`src/rtl/bt656_tx.sv`:
```
// BT.656 test-pattern transmitter: emits EAV/blank/SAV/active bytes per line with
// ramp or solid-colour active video and registered sync/strobe outputs.
module bt656_tx #(
    parameter int DW       = 8,
    parameter int H_ACTIVE = 640,
    parameter int H_BLANK  = 272,
    parameter int V_ACTIVE = 480,
    parameter int V_BLANK  = 45
) (
    input  logic          clk_i,
    input  logic          rst_i,
    input  logic          enable_i,
    input  logic          pattern_sel_i,
    input  logic [23:0]   color_i,
    output logic [DW-1:0] data_o,
    output logic          href_o,
    output logic          hsync_o,
    output logic          vsync_o,
    output logic          frame_start_o
);

    localparam int LINES     = V_BLANK + V_ACTIVE;
    localparam int ACT_BYTES = 2 * H_ACTIVE;
    localparam int CMAX      = (ACT_BYTES > H_BLANK) ? ACT_BYTES : H_BLANK;
    // at least 9 bits so cnt[8:1] can always supply the ramp pixel index
    localparam int CW        = ($clog2(CMAX) < 9) ? 9 : $clog2(CMAX);
    localparam int LW        = ($clog2(LINES) < 1) ? 1 : $clog2(LINES);

    typedef enum logic [2:0] {IDLE, EAV, HBLANK, SAV, ACTIVE} state_t;

    state_t        state, state_nxt;
    logic [CW-1:0] cnt, cnt_nxt;
    logic [LW-1:0] line, line_nxt;
    logic          pat, pat_nxt;
    logic [23:0]   col, col_nxt;
    logic          start;

    logic [7:0]    data_nxt;
    logic          href_nxt, hsync_nxt, vsync_nxt, fs_nxt;
    logic          vblank, sync_h;
    logic [7:0]    xy, y_val, cb_val, cr_val;

    function automatic logic [7:0] clamp(input logic [7:0] v);
        if (v == 8'h00)      return 8'h01;
        else if (v == 8'hFF) return 8'hFE;
        else                 return v;
    endfunction

    // Next-state: state/cnt/line describe the byte that will be on the outputs next cycle
    always_comb begin
        state_nxt = state;
        cnt_nxt   = cnt + 1'b1;
        line_nxt  = line;
        pat_nxt   = pat;
        col_nxt   = col;
        start     = 1'b0;
        case (state)
            IDLE: begin
                cnt_nxt  = '0;
                line_nxt = '0;
                if (enable_i) start = 1'b1;
            end
            EAV: begin
                if (cnt == CW'(3)) begin
                    state_nxt = HBLANK;
                    cnt_nxt   = '0;
                end
            end
            HBLANK: begin
                if (cnt == CW'(H_BLANK - 1)) begin
                    state_nxt = SAV;
                    cnt_nxt   = '0;
                end
            end
            SAV: begin
                if (cnt == CW'(3)) begin
                    state_nxt = ACTIVE;
                    cnt_nxt   = '0;
                end
            end
            ACTIVE: begin
                if (cnt == CW'(ACT_BYTES - 1)) begin
                    cnt_nxt = '0;
                    if (line == LW'(LINES - 1)) begin
                        if (enable_i) begin
                            start = 1'b1;
                        end else begin
                            state_nxt = IDLE;
                            line_nxt  = '0;
                        end
                    end else begin
                        state_nxt = EAV;
                        line_nxt  = line + 1'b1;
                    end
                end
            end
            default: begin
                state_nxt = IDLE;
                cnt_nxt   = '0;
                line_nxt  = '0;
            end
        endcase
        // pattern controls are captured only here, on the first EAV byte of a frame
        if (start) begin
            state_nxt = EAV;
            cnt_nxt   = '0;
            line_nxt  = '0;
            pat_nxt   = pattern_sel_i;
            col_nxt   = color_i;
        end
    end

    // Output decode from the next state so every output comes straight from a flop
    always_comb begin
        data_nxt  = 8'h00;
        href_nxt  = 1'b0;
        hsync_nxt = 1'b0;
        vsync_nxt = 1'b0;
        fs_nxt    = start;
        vblank    = (line_nxt < LW'(V_BLANK));
        sync_h    = (state_nxt == EAV);
        xy        = {1'b1, 1'b0, vblank, sync_h, vblank ^ sync_h, sync_h, vblank, vblank ^ sync_h};
        cb_val    = pat_nxt ? clamp(col_nxt[15:8])  : 8'h80;
        cr_val    = pat_nxt ? clamp(col_nxt[7:0])   : 8'h80;
        y_val     = pat_nxt ? clamp(col_nxt[23:16]) : clamp(cnt_nxt[8:1]);
        case (state_nxt)
            EAV, SAV: begin
                hsync_nxt = 1'b1;
                vsync_nxt = vblank;
                case (cnt_nxt[1:0])
                    2'd0:    data_nxt = 8'hFF;
                    2'd3:    data_nxt = xy;
                    default: data_nxt = 8'h00;
                endcase
            end
            HBLANK: begin
                hsync_nxt = 1'b1;
                vsync_nxt = vblank;
                data_nxt  = cnt_nxt[0] ? 8'h10 : 8'h80;
            end
            ACTIVE: begin
                vsync_nxt = vblank;
                href_nxt  = ~vblank;
                if (vblank) begin
                    data_nxt = cnt_nxt[0] ? 8'h10 : 8'h80;
                end else begin
                    case (cnt_nxt[1:0])
                        2'd0:    data_nxt = cb_val;
                        2'd2:    data_nxt = cr_val;
                        default: data_nxt = y_val;
                    endcase
                end
            end
            default: ;
        endcase
    end

    always_ff @(posedge clk_i or posedge rst_i) begin
        if (rst_i) begin
            state         <= IDLE;
            cnt           <= '0;
            line          <= '0;
            pat           <= 1'b0;
            col           <= '0;
            data_o        <= '0;
            href_o        <= 1'b0;
            hsync_o       <= 1'b0;
            vsync_o       <= 1'b0;
            frame_start_o <= 1'b0;
        end else begin
            state         <= state_nxt;
            cnt           <= cnt_nxt;
            line          <= line_nxt;
            pat           <= pat_nxt;
            col           <= col_nxt;
            data_o        <= data_nxt;
            href_o        <= href_nxt;
            hsync_o       <= hsync_nxt;
            vsync_o       <= vsync_nxt;
            frame_start_o <= fs_nxt;
        end
    end

endmodule
```
`config.mk`:
```
export PLATFORM = sky130hd
export DESIGN_NAME = bt656_tx
export DESIGN_NICKNAME = d
export VERILOG_FILES = /design/src/rtl/bt656_tx.sv
export SDC_FILE = /design/constraint.sdc
export NUM_CORES = 1
export LEC_CHECK = 0
export CORE_UTILIZATION = 57
export CTS_CLUSTER_SIZE = 40
export DETAILED_ROUTE_END_ITERATION = 10
export GPL_TIMING_DRIVEN = 0
export HOLD_SLACK_MARGIN = 0.1
export PLACE_DENSITY = 0.86
export SLEW_MARGIN = 20
export SYNTH_ARGS = -nofsm -noshare
export SYNTH_HDL_FRONTEND = slang
export SYNTH_SLANG_ARGS = --single-unit
```
`constraint.sdc`:
```
create_clock -name clk_i -period 4.1 [get_ports clk_i]
set_input_delay 1.23 -clock clk_i [delete_from_list [all_inputs] [get_ports clk_i]]
set_output_delay 1.23 -clock clk_i [all_outputs]
set_load 0.01 [all_outputs]
```
Yosys cells after proc, flatten, opt, wreduce, memory -nomap -nowiden
Index checks and enable logic that the tools add are counted.
Word-level totals
  bits in registers: 61
  bits in latches: 0
  bits in writable memories: 0
  bits in read-only memories: 0
  input bits: 28
  output and inout bits: 12
  word-level logic and storage cells: 87
  memories kept: 0
Operators by class
  add/subtract/negate cells: 2
  multipliers: 0
  divide/modulo/power cells: 0
  magnitude comparators: 1
  equality and inequality tests: 18
  shift operators: 0
  multiplexer cells: 43
  bitwise gates (word level): 2
  reduce and logical (&&, ||, !) cells: 11
Operators by type and width (number)
  8-bit 2-to-1 mux: 13
  11-bit 2-to-1 mux: 4
  10-bit 2-to-1 mux: 4
  11-bit one-hot mux with 3 select lines: 1
  8-bit equality test (second input constant): 4
  8-bit zero test: 4
  8-bit one-hot mux with 2 select lines: 2
  24-bit 2-to-1 mux: 1
  8-bit one-hot mux with 3 select lines: 1
  3-bit 2-to-1 mux: 7
  10-bit one-hot mux with 2 select lines: 1
  3-bit one-hot mux with 5 select lines: 1
  3-bit by 2-bit equality test with 1-bit output (second input constant): 4
  11-bit by 1-bit adder with 11-bit output (second input constant): 1
  11-bit equality test (second input constant): 1
  11-bit by 2-bit equality test with 1-bit output (second input constant): 1
  11-bit by 9-bit equality test with 1-bit output (second input constant): 1
  10-bit by 1-bit adder with 10-bit output (second input constant): 1
  10-bit equality test (second input constant): 1
  10-bit by 6-bit less-than comparator with 1-bit output (second input constant): 1
  1-bit 2-to-1 mux: 7
  3-bit by 1-bit equality test with 1-bit output (second input constant): 2
  3-bit equality test (second input constant): 2
  3-bit OR reduction: 2
  other kinds (8): 10

Longest topological paths before layout
Gate-level depths: netlist of the first run.
  word-level depth: 12
  gate-level depth with buffers: 14
  mapped depth without buffers: 12

Least setup slack after synthesis of the first run
OpenSTA, ideal clock, no wires.
  kind: reg-to-reg
  start point: register cnt[0]
  end point: register data_o[4]
  library setup time: 83 ps
  arrival: 3703 ps
  required time: 4017 ps
  path slack: 314 ps
  stages on the path, launching flop included: 14
  buffers on the path: 2
  clock period less this slack: 3786 ps
  path through: dfrtp_1 ha_1 nor4b_1 nand4_1 a31oi_1 clkbuf_1 nand2b_1 inv_1 ha_1 clkbuf_1 or2_2 or3_1 o221a_2 o21ai_0
On the way
  cells in the longest elaborated chain, start to end: 11
  elaborated cells on any way between the ends: 55
  those cells by class: 1 x add/sub; 1 x order compare; 13 x eq/ne; 34 x mux; 6 x reduce/logical
RTL lines
  from (decl): line 32  | logic [CW-1:0] cnt, cnt_nxt;
  from (signal assigned): line 172  | cnt <= cnt_nxt;
  11-bit by 1-bit adder with 11-bit output (tied with other cells): line 52  | cnt_nxt = cnt + 1'b1;
  11-bit 2-to-1 mux (tied with other cells): line 82  | if (cnt == CW'(ACT_BYTES - 1)) begin
  11-bit one-hot mux with 3 select lines or 1-bit one-hot mux with 2 select lines (tied branches): line 57  | case (state)
  11-bit 2-to-1 mux (*): line 104  | if (start) begin
  named net cnt_nxt[1]: line 32
  8-bit equality test: line 45  | else if (v == 8'hFF) return 8'hFE;
  8-bit 2-to-1 mux: line 45
  8-bit 2-to-1 mux: line 44  | if (v == 8'h00) return 8'h01;
  8-bit 2-to-1 mux: line 125  | y_val = pat_nxt ? clamp(col_nxt[23:16]) : clamp(cnt_nxt[8:1]);
  8-bit one-hot mux with 2 select lines: line 147  | case (cnt_nxt[1:0])
  8-bit 2-to-1 mux: line 144  | if (vblank) begin
  8-bit one-hot mux with 3 select lines (*): line 126  | case (state_nxt)
  named net data_nxt[4]: line 38  | logic [7:0] data_nxt;
  to (signal assigned): line 176  | data_o <= data_nxt;
  to (decl): line 15  | output logic [DW-1:0] data_o,
The timed path passes the listed nets; every way through them passes the cells marked *.

Worst setup path in the final report of the first run
  start point: register state[1]
  end point: register data_o[4]
On the way
  elaborated cells on any way between the ends: 55
  those cells by class: 1 x order compare; 14 x eq/ne; 31 x mux; 9 x reduce/logical
RTL lines
  from (decl): line 31  | state_t state, state_nxt;
  from (signal assigned): line 171  | state <= state_nxt;
  3-bit by 2-bit equality test with 1-bit output or 3-bit by 1-bit equality test with 1-bit output (tied branches): line 57
  2-bit OR reduction (no source line)
  11-bit one-hot mux with 3 select lines: line 57
  11-bit 2-to-1 mux (*): line 104
  named net cnt_nxt[0]: line 32
  2-bit equality test or 2-bit zero test (tied branches): line 147, 130
  8-bit one-hot mux with 2 select lines: line 147
  8-bit 2-to-1 mux: line 144
  8-bit one-hot mux with 3 select lines (*): line 126
  named net data_nxt[4]: line 38
Marked as above.

==> results.toml, run 1 <==
[setup_path]
end_kind = "flip-flop"
cp-start-kind = "flip-flop"
arrival_ns = 4.18
cp.required_ns = 4.37
crit_chain = "or3b_2 > clkbuf_1 > a31oi_2 > a31oi_4 > buf_2 > nor2_1 > inv_1 > ha_1 > clkbuf_1 > or2_2 > or3_1 > o221a_2 > o21ai_0"
slowest_stage = "or3b_2"
critPathBufInv = 4
cp_top_family = "simple AND/OR/NAND/NOR gates"
path_max_fanout = 10
slowest_delay_ns = 0.50
cpMostUsedCell = "clkbuf_1"
path_class = "flip-flop to flip-flop"

[global_routing]
grt_max_degree = 47
antenna_found_initial = 0
grt_remaining_overflow = 0
grt_usage_pct = 32.5
grt_pass1_vias = 3231
grt_first_pass_wirelength_um = 15800

[layout]
nets = 467
drive_gt1_share_pct = 17.8
antenna_cells = 0
final_area_sq_mm = 0.00443
areaGrowthSynthToFinish_pct = 22.6

[clock_tree]
clockBufferDepth = 2
cts.sinks = 61
cts_hold_buf = 0
cts-buffers-inserted = 9
cts_max_level = 3
clk_pin_slew_worst_paths_ns = 0.07
clkLatencyLatePin_ns = 0.35
cts_tree = "done"
cts-root-buf = "clkbuf_8"

[die]
ios = 40
dieHeight_um = 81.6
core_area_sq_mm = 0.00603
dieArea_sq_mm = 0.00666
rows = 28
start_util_pct = 60.0
die_w_um = 81.6

[pwr]
p_leak_nw = 1.85
power_density_mw_per_mm2 = 286
ir_worst_vdd_mv = 0.241

[logic_synthesis]
synth_edf_count = 0
ys_top_cells_by_area = "dfrtp_1, mux2_2, nand3_1"
ys_seq_area_share_pct = 42.2
async_reset_ff_share_pct = 100
syn_inst = 379
synth_flop_cell = "dfrtp_1"
yosys.area.top_type_share_pct = 42.2
syn_avg_cell_area_sq_um = 9.53
yosys.area.top_type = "dfrtp_1"
synth_cell_types = 68
synth_seq_cells = 61
yosysWarnings = 0
syn_area_sq_mm = 0.00361
synthesis.nets = 413

[drt]
drc = 0
drt_iter0_drc = 352
antenna_left = 0
via_per_inst = 6.79
wl_per_cell_um = 20.0
dr.pass1.iters = 5
vias = 3481
drt-total-wl_um = 10200

[timing]
worst_slew_pin_slew_ns = 0.953
max-slew-margin-rel_pct = 36.3
clock.fmax_mhz = 256
fin_worst_skew_ns = 0.00454
period_share_pct = 95.4
hold_slack_ns = 0.511
layout_min_cycle_time_ns = 3.91
hold_viol_final = 0
setup_violations = 0
tns_ns = 0
final_max_slew_viol_count = 0

[placement]
gp_congestion = 0.979
io_buffers = 39
place_area_sq_mm = 0.00413
dpl.hpwl_um = 7090

[run_status]
status = "completed"

[flow_run]
maxCapViolCount = 0

[worst_hold_path]
hp-class = "flip-flop to flip-flop"
-- layer usage --
metal	up-vias	track usage [%]	share of wire (%)
li1	1546	-	-
met1	1667	41.4	41
met2	220	52.4	47
met3	48	6.44	7.7
met4	0	17.0	4.4
met5	-	0	0
-- where the power goes --
| group | internal (W) | switching (W) |
|---|---|---|
| Combinational | 0.0000276 | 0.0000239 |
| Clock | 0.000357 | 0.000258 |
| Sequential | 0.000601 | 0 |
-- cells by family after synthesis --
kind of cell / share of synthesized area (%)
AOI/OAI and AO/OA: 17.6
muxes: 8.55
DFF: 42.2
xor gates and xnor gates: 2.91
and+or+nand+nor: 22.7
adders and majority gates: 2.08
buffers and inverters: 3.88
-- worst paths after layout --
kind | start | end | slack [ns] | depth (start not counted)
worst min-delay path | col[0] | col[0] | 0.51 | 1
max in group asynchronous | rst_i | col[23] | 2.44 | 3
worst min register to register | col[0] | col[0] | 0.51 | 1
worst max register to register | state[1] | data_o[4] | 0.19 | 13
min in group asynchronous | rst_i | line[8] | 1.16 | 2
worst max-delay path | state[1] | data_o[4] | 0.19 | 13
-- state kept, by name, indices dropped and copies added (netlist names) --
register       flops
cnt               11
line              10
pat                1
href_o             1
data_o             8
state              3
col               24
hsync_o            1
vsync_o            1
frame_start_o      1
-- placed cells by master (no fill, tap or decap), types with 10 or more instances in the layout --
master	instances
a21oi_1	20
inv_1	15
nor2_1	27
clkbuf_8	10
mux2_2	23
nand4_1	16
nand3_1	21
clkdlybuf4s50_1	39
nand2_1	23
dfrtp_1	61
o21ai_0	17
-- cells in the mapped netlist (all sizes together), types with 3 or more instances --
master  count
clkbuf      8
inv        17
buf         8
or2         3
xor2        5
dfrtp      61
o211ai      5
a22oi       4
or3         4
or4         8
o22ai       8
a21oi      21
ha          6
nand2      24
nor3        9
o21ai      19
mux2i       5
a31oi       6
and4        4
and2        3
nor4        7
a22o        3
nand4      16
o311ai      4
xnor2       7
nor2       27
and3        6
nor3b       4
nand3      21
mux2       23
-- per-stage QoR --
step                instances  setup slack (ns)  total power (W)  utilization [%]
global route              513         -0.000498          0.00130             73.5
floorplan                 379             0.314         0.000625                -
finish                    513             0.189          0.00127             73.5
global placement          493            -0.386         0.000660             68.0
detailed placement        494            -0.454         0.000665             68.5
CTS                       510            0.0669          0.00127             72.6
-- what timing repair did --
action,CTS,global route
gates resized for setup,4,7
setup endpoints to repair,8,7
pin swaps,0,1
buffers inserted,0,3
endpoints found under the hold margin,0,0
cloned,0,0
-- area by class of cell --
| class | instances | area (sq um) |
|---|---|---|
| Buffer | 16 | 77.6 |
| Clock buffer | 10 | 138 |
| Clock inverter | 6 | 86.3 |
| Fill cell | 427 | 1590 |
| Inverter | 17 | 66.3 |
| Multi-Input combinational cell | 285 | 2000 |
| Sequential cell | 61 | 1530 |
| Tap cell | 75 | 93.8 |
| Timing Repair Buffer | 43 | 440 |
(Power assumes the default switching activity.)
==> run 2, diff against run 1 <==
--- a/config.mk
+++ b/config.mk
@@ -6,10 +6,12 @@
 export NUM_CORES = 1
 export LEC_CHECK = 0
 export CORE_UTILIZATION = 57
+export CTS_BUF_LIST = sky130_fd_sc_hd__clkbuf_8 sky130_fd_sc_hd__clkbuf_16
 export CTS_CLUSTER_SIZE = 40
 export DETAILED_ROUTE_END_ITERATION = 10
 export GPL_TIMING_DRIVEN = 0
 export HOLD_SLACK_MARGIN = 0.1
+export MAX_ROUTING_LAYER = met4
 export PLACE_DENSITY = 0.86
 export SLEW_MARGIN = 20
 export SYNTH_ARGS = -nofsm -noshare
==> results.toml, run 2 (synthesized netlist as in run 1, its figures left out) <==
[setup_path]
slowest_stage = "dfrtp_1"
path_class = "flip-flop to flip-flop"
end_kind = "flip-flop"
slowest_delay_ns = 0.44
cp-start-kind = "flip-flop"
cp.required_ns = 4.35
r2r_start = "cnt[0]"
reg2reg_depth = 13
reg2reg_slack_ns = 0.16
path_max_fanout = 10
arrival_ns = 4.19
r2r_end = "data_o[4]"
crit_chain = "ha_2 > nor4b_4 > nand4_1 > a31oi_2 > clkbuf_4 > nand2b_1 > inv_1 > ha_1 > clkbuf_1 > or2_2 > or3_1 > o221a_2 > o21ai_0"

[timing]
rsz0062_at_grt = "true"
tns_ns = 0
setup_violations = 0
worst_slew_pin_slew_ns = 0.921
hold_viol_final = 0
layout_min_cycle_time_ns = 3.94
period_share_pct = 96.0
final_max_slew_viol_count = 0
hold_slack_ns = 0.510
clock.fmax_mhz = 254
max-slew-margin-rel_pct = 38.2
fin_worst_skew_ns = 0.00542

[layout]
largest_register_ffs = 24
drive_gt1_share_pct = 16.7
final_cell_mix = "dfrtp_1, clkdlybuf4s50_1, nor2_1, nand2_1, mux2_2"
final_area_sq_mm = 0.00440
antenna_cells = 0
finalCoreUtilization_pct = 73.0
top_regs = "col x24, cnt x11, line x10"
nets = 465
multi_input_area_sq_mm = 0.00198
areaGrowthSynthToFinish_pct = 21.7
layout_commonest_cell = "dfrtp_1"
largest_register = "col"
fillers = 437
seq_area_sq_mm = 0.00153

[global_routing]
grt_remaining_overflow = 0
antenna_found_initial = 0
grt_max_degree = 47
grt_usage_pct = 32.4
grt_pass1_vias = 3213
grt_first_pass_wirelength_um = 15500

[clock_tree]
clk_pin_slew_worst_paths_ns = 0.07
cts.sinks = 61
cts_hold_buf = 0
clockBufferDepth = 2
cts_max_level = 3
cts-root-buf = "clkbuf_8"
clkLatencyLatePin_ns = 0.34
cts-buffers-inserted = 9
cts_tree = "done"

[drt]
via_per_inst = 6.78
vias = 3463
drc = 0
antenna_left = 0
dr.pass1.iters = 6
wl_per_cell_um = 19.2
drt_iter0_drc = 369
drt-total-wl_um = 9810

[pwr]
switching_share_pct = 21.0
p_seq_share_pct = 47.5
share_comb_of_total_power_pct = 4.1
p_leak_nw = 1.85
ir_worst_vdd_mv = 0.316
p_int_w = 0.00100
netSwitchingPower_w = 0.000266
power_density_mw_per_mm2 = 288
p_clk_share_pct = 48.4

[die]
start_util_pct = 60.0
rows = 28
core_area_sq_mm = 0.00603
ios = 40
dieHeight_um = 81.6
dieArea_sq_mm = 0.00666
die_w_um = 81.6

[placement]
place_area_sq_mm = 0.00413
gp_congestion = 0.990
io_buffers = 39
dpl.hpwl_um = 6990

[worst_hold_path]
hp-class = "flip-flop to flip-flop"
whs_path_depth = 1
min_to = "col[0]"
hp-start = "col[0]"

[flow_run]
maxCapViolCount = 0

[run_status]
status = "completed"
==> run 2: cell types whose count changed in the layout (fill, tap and decap cells not counted), sizes merged <==
cell / previous run / this run
buf: 13 / 10
clkbuf: 17 / 19
clkinv: 3 / 2
clkinvlp: 1 / 0
inv: 17 / 18
==> run 2: worst max-delay path by stage <==
| stage | startpoint | endpoint | slack [ns] | cells past startpoint |
|---|---|---|---|---|
| floorplan | cnt[0] | data_o[4] | 0.31 | 13 |
| global placement | cnt[0] | data_o[4] | -0.39 | 13 |
| detailed placement | cnt[0] | data_o[4] | -0.45 | 13 |
| CTS | cnt[0] | data_o[4] | 0.04 | 13 |
| global route | cnt[0] | data_o[4] | -0.05 | 13 |
| finish | cnt[0] | data_o[4] | 0.16 | 13 |
==> run 2: area by class of cell <==
class	count	area share [%]
Multi-Input combinational cell	285	45.1
Sequential cell	61	34.7
Timing Repair Buffer	41	9.67
Clock buffer	11	3.44
Tap cell	75	2.13
Buffer	16	1.82
Clock inverter	5	1.68
Inverter	17	1.51
==> run 2: through the flow <==
stage	cells	total power (W)	setup WS [ns]
after floorplan	379	0.000625	0.314
after detailed placement	494	0.000665	-0.453
after global placement	493	0.000660	-0.390
final	511	0.00127	0.163
after global routing	511	0.00129	-0.0499
after CTS	510	0.00127	0.0359
==> run 2: power by group through the flow <==
stage | registers [W] | clock network, W | logic (W)
final | 0.000602 | 0.000612 | 0.0000520
after global placement | 0.000613 | 0 | 0.0000468
after floorplan | 0.000613 | 0 | 0.0000121
after CTS | 0.000602 | 0.000614 | 0.0000524
after detailed placement | 0.000613 | 0 | 0.0000522
after global routing | 0.000601 | 0.000636 | 0.0000564
==> run 2: critical path, delay by kind of cell (launching register included) <==
family	cells	cell delay, ns
flops	1	0.44
simple gates	5	1.51
compound gates	3	0.83
fa+ha+maj	2	0.47
buf+inv	3	0.57
==> run 2: what timing repair did <==
item,4_1_cts,5_1_grt
endpoints found under the hold margin,0,0
setup buffers,0,1
endpoints found under the setup margin,8,8
resized for setup,3,6
pin swaps,0,1
==> run 2: routing by layer <==
| metal | vias up | routed length, um | global-route usage [%] |
|---|---|---|---|
| li1 | 1552 | - | - |
| met1 | 1675 | 4010 | 40.2 |
| met2 | 197 | 4720 | 52.2 |
| met3 | 39 | 740 | 5.22 |
| met4 | 0 | 342 | 14.0 |
| met5 | - | 0 | - |
==> run 3, diff against run 2 <==
--- a/config.mk
+++ b/config.mk
@@ -7,11 +7,11 @@
 export LEC_CHECK = 0
 export CORE_UTILIZATION = 57
 export CTS_BUF_LIST = sky130_fd_sc_hd__clkbuf_8 sky130_fd_sc_hd__clkbuf_16
+export CTS_CLUSTER_DIAMETER = 200
 export CTS_CLUSTER_SIZE = 40
 export DETAILED_ROUTE_END_ITERATION = 10
 export GPL_TIMING_DRIVEN = 0
 export HOLD_SLACK_MARGIN = 0.1
-export MAX_ROUTING_LAYER = met4
 export PLACE_DENSITY = 0.86
 export SLEW_MARGIN = 20
 export SYNTH_ARGS = -nofsm -noshare
==> results of run 3 <==
The final DEF is identical to that of run 1; final timing and power are the same.
